**config.mk**
```make
export PLATFORM = sky130hd
export DESIGN_NAME = sparse_mask_combiner
export DESIGN_NICKNAME = d
export VERILOG_FILES = /design/src/rtl/sparse_mask_combiner.sv
export SDC_FILE = /design/constraint.sdc
export NUM_CORES = 1
export LEC_CHECK = 0
export ABC_AREA = 0
export BUFFER_PORTS_ARGS = -buffer_cell sky130_fd_sc_hd__buf_2
export CORE_MARGIN = 8
export CORE_UTILIZATION = 45
export DETAILED_ROUTE_END_ITERATION = 10
export GPL_TIMING_DRIVEN = 1
export PLACE_DENSITY = 0.77
export SYNTH_ARGS = -nofsm -noshare
export SYNTH_HDL_FRONTEND = slang
export SYNTH_HIERARCHICAL = 1
export SYNTH_SLANG_ARGS = --single-unit
```
**constraint.sdc**
```tcl
create_clock -name i_clock -period 2.6 [get_ports i_clock]
set_input_delay 0.52 -clock i_clock [delete_from_list [all_inputs] [get_ports i_clock]]
set_output_delay 0.52 -clock i_clock [all_outputs]
set_load 0.005 [all_outputs]
```
**src/rtl/sparse_mask_combiner.sv**
```systemverilog
// sparse_mask_combiner
//   Frames of IN_LEN multi-lane words come in and OUT_LEN words go out.
//   Output row k is the lane-wise combination (XOR, or add mod 2^LANE_W)
//   of every input word j whose mask bit (k*IN_LEN + j) is set. The mask is
//   captured on beat 0 and held for the rest of the frame. The block never
//   accepts input while it is emitting, so frames do not overlap.
// Ports
//   i_clock / i_reset_n           clock, async active-low reset
//   i_row_mask [OUT_LEN*IN_LEN]   sparse selection mask, sampled on beat 0
//   i_flush                       synchronous abort of the current frame
//   i_input_data/valid, o_input_ready     upstream stream (lane 0 in LSBs)
//   o_output_data/valid, i_output_ready   downstream stream

// Lane combiner: one LANE_W-wide slice of the accumulate operation.
module sparse_mask_combiner_lane #(
    parameter int LANE_W = 32,
    parameter int MODE   = 0
) (
    input  logic [LANE_W-1:0] a_i,
    input  logic [LANE_W-1:0] b_i,
    output logic [LANE_W-1:0] y_o
);
    generate
        if (MODE == 1) begin : g_add
            // Truncating add: carries never leave the lane.
            assign y_o = a_i + b_i;
        end else begin : g_xor
            assign y_o = a_i ^ b_i;
        end
    endgenerate
endmodule

module sparse_mask_combiner #(
    parameter int LANES   = 3,
    parameter int LANE_W  = 32,
    parameter int IN_LEN  = 11,
    parameter int OUT_LEN = 1,
    parameter int MODE    = 0
) (
    input  logic                        i_clock,
    input  logic                        i_reset_n,
    input  logic [OUT_LEN*IN_LEN-1:0]   i_row_mask,
    input  logic                        i_flush,
    input  logic [LANES*LANE_W-1:0]     i_input_data,
    input  logic                        i_input_valid,
    output logic                        o_input_ready,
    output logic [LANES*LANE_W-1:0]     o_output_data,
    output logic                        o_output_valid,
    input  logic                        i_output_ready
);
    localparam int ICW = $clog2(IN_LEN + 1);
    localparam int OCW = $clog2(OUT_LEN + 1);

    typedef enum logic {ACCUM, EMIT} state_t;

    state_t                                       state_q;
    logic [ICW-1:0]                               in_cnt_q;
    logic [OCW-1:0]                               out_cnt_q;
    logic [OUT_LEN*IN_LEN-1:0]                    mask_q;
    logic [OUT_LEN-1:0][LANES-1:0][LANE_W-1:0]    acc_q;
    logic [OUT_LEN-1:0][LANES-1:0][LANE_W-1:0]    acc_d;
    logic                                         in_rdy_q;
    logic                                         out_vld_q;

    logic [OUT_LEN*IN_LEN-1:0] cur_mask;
    logic [OUT_LEN-1:0]        hit;
    logic                      in_acc, out_acc, last_in, last_out;

    // Beat 0 uses the live mask; later beats use the copy latched on beat 0.
    assign cur_mask = (in_cnt_q == '0) ? i_row_mask : mask_q;
    assign in_acc   = i_input_valid && in_rdy_q;
    assign out_acc  = out_vld_q && i_output_ready;
    assign last_in  = (in_cnt_q == ICW'(IN_LEN - 1));
    assign last_out = (out_cnt_q == OCW'(OUT_LEN - 1));

    // Which rows take the current beat.
    always_comb begin
        hit = '0;
        for (int k = 0; k < OUT_LEN; k++)
            for (int j = 0; j < IN_LEN; j++)
                if (in_cnt_q == ICW'(j)) hit[k] = cur_mask[k*IN_LEN + j];
    end

    generate
        for (genvar gk = 0; gk < OUT_LEN; gk++) begin : g_row
            for (genvar gl = 0; gl < LANES; gl++) begin : g_lane
                sparse_mask_combiner_lane #(.LANE_W(LANE_W), .MODE(MODE)) u_lane (
                    .a_i (acc_q[gk][gl]),
                    .b_i (i_input_data[gl*LANE_W +: LANE_W]),
                    .y_o (acc_d[gk][gl])
                );
            end
        end
    endgenerate

    // Output word is a pure selection of registered accumulators.
    always_comb begin
        o_output_data = '0;
        for (int k = 0; k < OUT_LEN; k++)
            if (out_cnt_q == OCW'(k)) o_output_data = acc_q[k];
    end

    assign o_input_ready  = in_rdy_q;
    assign o_output_valid = out_vld_q;

    always_ff @(posedge i_clock or negedge i_reset_n) begin
        if (!i_reset_n) begin
            state_q   <= ACCUM;
            in_cnt_q  <= '0;
            out_cnt_q <= '0;
            mask_q    <= '0;
            acc_q     <= '0;
            in_rdy_q  <= 1'b0;
            out_vld_q <= 1'b0;
        end else if (i_flush) begin
            // Abort wins over any handshake on the same edge.
            state_q   <= ACCUM;
            in_cnt_q  <= '0;
            out_cnt_q <= '0;
            acc_q     <= '0;
            in_rdy_q  <= 1'b1;
            out_vld_q <= 1'b0;
        end else begin
            case (state_q)
                ACCUM: begin
                    in_rdy_q <= 1'b1;
                    if (in_acc) begin
                        if (in_cnt_q == '0) mask_q <= i_row_mask;
                        for (int k = 0; k < OUT_LEN; k++)
                            if (hit[k]) acc_q[k] <= acc_d[k];
                        if (last_in) begin
                            state_q   <= EMIT;
                            in_rdy_q  <= 1'b0;
                            out_vld_q <= 1'b1;
                            out_cnt_q <= '0;
                        end else begin
                            in_cnt_q <= in_cnt_q + ICW'(1);
                        end
                    end
                end
                EMIT: begin
                    if (out_acc) begin
                        if (last_out) begin
                            state_q   <= ACCUM;
                            acc_q     <= '0;
                            in_cnt_q  <= '0;
                            out_vld_q <= 1'b0;
                            in_rdy_q  <= 1'b1;
                        end else begin
                            out_cnt_q <= out_cnt_q + OCW'(1);
                        end
                    end
                end
                default: state_q <= ACCUM;
            endcase
        end
    end
endmodule

```
==> metrics.txt <==
starting DRC count in detailed routing 258; worst hold path type in -> async; vias per cell 4.67; die width 132 um; maxcap violations 0; fraction of layout instances using a drive strength above 1 34.7%; Worst Path Arrival 2830 ps; final setup fails 0; WL/cell 14.9 um; Unique masters post-synth 38; Non-Filler Instances 1004; Critical Path RT 2880 ps; Post-DP HPWL 10.6 mm; CP max FO 5; DRT antenna net count 0; Static Leak 0.00457 uW; critical path class reg -> reg; drt first pass iters 4; Placed Cells incl. Taps 968; Post-synth EDFFs 0; ys async rst share 100%; core area 0.0132 mm2; num ports 210; DR vias 4690; fin nets 935; die area 0.0174 mm2; clk buf depth 2; CP Capture Type flip-flop; total clock sinks 113; R2R Setup Slk 60 ps; Warnings, synthesis 6; ANT cells 0; Die Height 132 um; Filler cells 1090; Yosys top cell area share 46.7%; synthesized instance count 590; Post-Route WL 15.0 mm; post-placement setup slack -13.6 ps; total power 7070 uW; Reg clk slew, reported paths 50 ps; post-synthesis register bit count 113; final core occ 61.1%; # rows 42; # H-tree levels 4; largest cells by area after synthesis dfrtp_1 (47%), mux2i_1 (16%), xor2_1 (14%); fin crit period 2540 ps; Clock Root Buffer clkbuf_16; vias in the first global route 4917; Mapped Area 0.00605 mm2; Most used DFF post-synth dfrtp_1; Avg Synthesized Cell Area 10.3 um2; clock latency on the worst-skew pair 410 ps; power per cell area 877 mW/mm2; GPL Wtd Cong 0.844; port buffer count 209; Slew headroom 53.5%; synth-to-layout area growth 33.3%; cts hold-fix bufs 0; startpoint types flip-flop; commonest non-fill, non-tap cell in the layout buf_2; skew final 10.9 ps; first-pass GRT wire length 24.4 mm; Initial Util 45.9%; Least-Margin Pin Slew 698 ps; register area share after synthesis 46.7%; status complete, no violations; Synth Net Count 706; Worst Hold Margin 87.2 ps; Final Hold Fails 0; VDD IR max 389 uV; largest area contributor in the netlist dfrtp_1; largest net degree at the start of global routing 67; antenna violations before repair 0; most frequent cells in the layout buf_2 (208), dfrtp_1 (111), nand2_1 (103); fmax 393 MHz; CTS tree yes; gr usage total 16.9%; total grt overflow 0; CTS Buf Count 17; fin crit share 97.8%; fin worst setup slack 56.9 ps; Final Slew Violations 0; DRC Markers 0
-- final timing paths --
kind                                          from                      end  cells past startpoint
setup / recovery           in_cnt_q[1]$_DFFE_PN0P_    acc_q[86]$_DFFE_PN0P_                     10
hold / removal                           i_reset_n    acc_q[29]$_DFFE_PN0P_                      1
setup reg to reg           in_cnt_q[1]$_DFFE_PN0P_    acc_q[86]$_DFFE_PN0P_                     10
hold reg to reg              mask_q[6]$_DFFE_PN0P_    mask_q[6]$_DFFE_PN0P_                      1
max in group asynchronous                i_reset_n  in_cnt_q[0]$_DFFE_PN0P_                      2
min in group i_clock                 i_row_mask[8]    mask_q[8]$_DFFE_PN0P_                      2
-- layer usage --
metal,up-vias,track usage [%],routed length [um]
met3,23,5.95,1080
met1,2207,20.9,6550
met4,0,6.13,274
li1,2302,-,-
met2,158,26.6,7060
met5,-,0,0
-- through the flow --
stage               area (um2)  setup TNS, ps
global placement          7340              0
CTS                       7930              0
detailed placement        7340          -29.0
global route              8060          -67.5
floorplan                 6050              0
finish                    8060              0
-- cells in the mapped netlist (2+ instances only) --
| cell | instances |
|---|---|
| nand4_1 | 4 |
| ha_1 | 4 |
| nor2b_1 | 6 |
| mux2_2 | 11 |
| buf_4 | 6 |
| nand2_1 | 103 |
| xor2_1 | 97 |
| clkbuf_1 | 12 |
| inv_1 | 99 |
| mux2i_1 | 98 |
| buf_8 | 4 |
| buf_2 | 2 |
| o21ai_0 | 4 |
| a21oi_1 | 2 |
| nor2_1 | 3 |
| dfrtp_1 | 113 |
-- critical path: stages (launching register included) --
cell      delay [ps]
dfrtp_2          440
inv_2            100
ha_4             160
mux2_4           300
a221o_1          310
a221oi_2         270
o211ai_1         210
buf_4            190
buf_6            130
buf_4            150
mux2i_2          150
-- power by group --
group / switching [uW] / internal [uW] / total (uW)
Combinational: 980 / 1070 / 2050
Clock: 750 / 1540 / 2280
Sequential: 477 / 2270 / 2740
-- sequential cells by signal (all words and copies together), names as in the netlist --
register        cells
o_output_valid      1
in_cnt_q            4
o_input_ready       1
mask_q             10
acc_q              96
state_q             1
-- layout make-up --
type / instances / area [um2] / area share [%]
Timing Repair Buffer: 235 / 1310 / 16.3
Sequential cell: 113 / 2830 / 35.1
Inverter: 99 / 374 / 4.64
Clock inverter: 5 / 77.6 / 0.962
Tap cell: 176 / 220 / 2.73
Clock buffer: 23 / 508 / 6.30
Multi-Input combinational cell: 353 / 2740 / 34.0
-- logic make-up after synthesis --
kind of cell	count (synthesis)	share of synthesized area (%)
buffers and inverters	124	8.97
AND/OR/NAND/NOR	122	8.44
flip-flops	113	46.7
multiplexers	110	18.4
XOR/XNOR	97	14.0
AO/OA/AOI/OAI	20	2.54
adder cells (fa/ha/maj)	4	0.827
-- timing repair --
action,in CTS,in global routing
setup buffers,0,6
pin swaps,0,2
gates cloned,0,2
gates resized for setup,1,17
endpoints found under the setup margin,8,84
(Power assumes the default switching activity.)
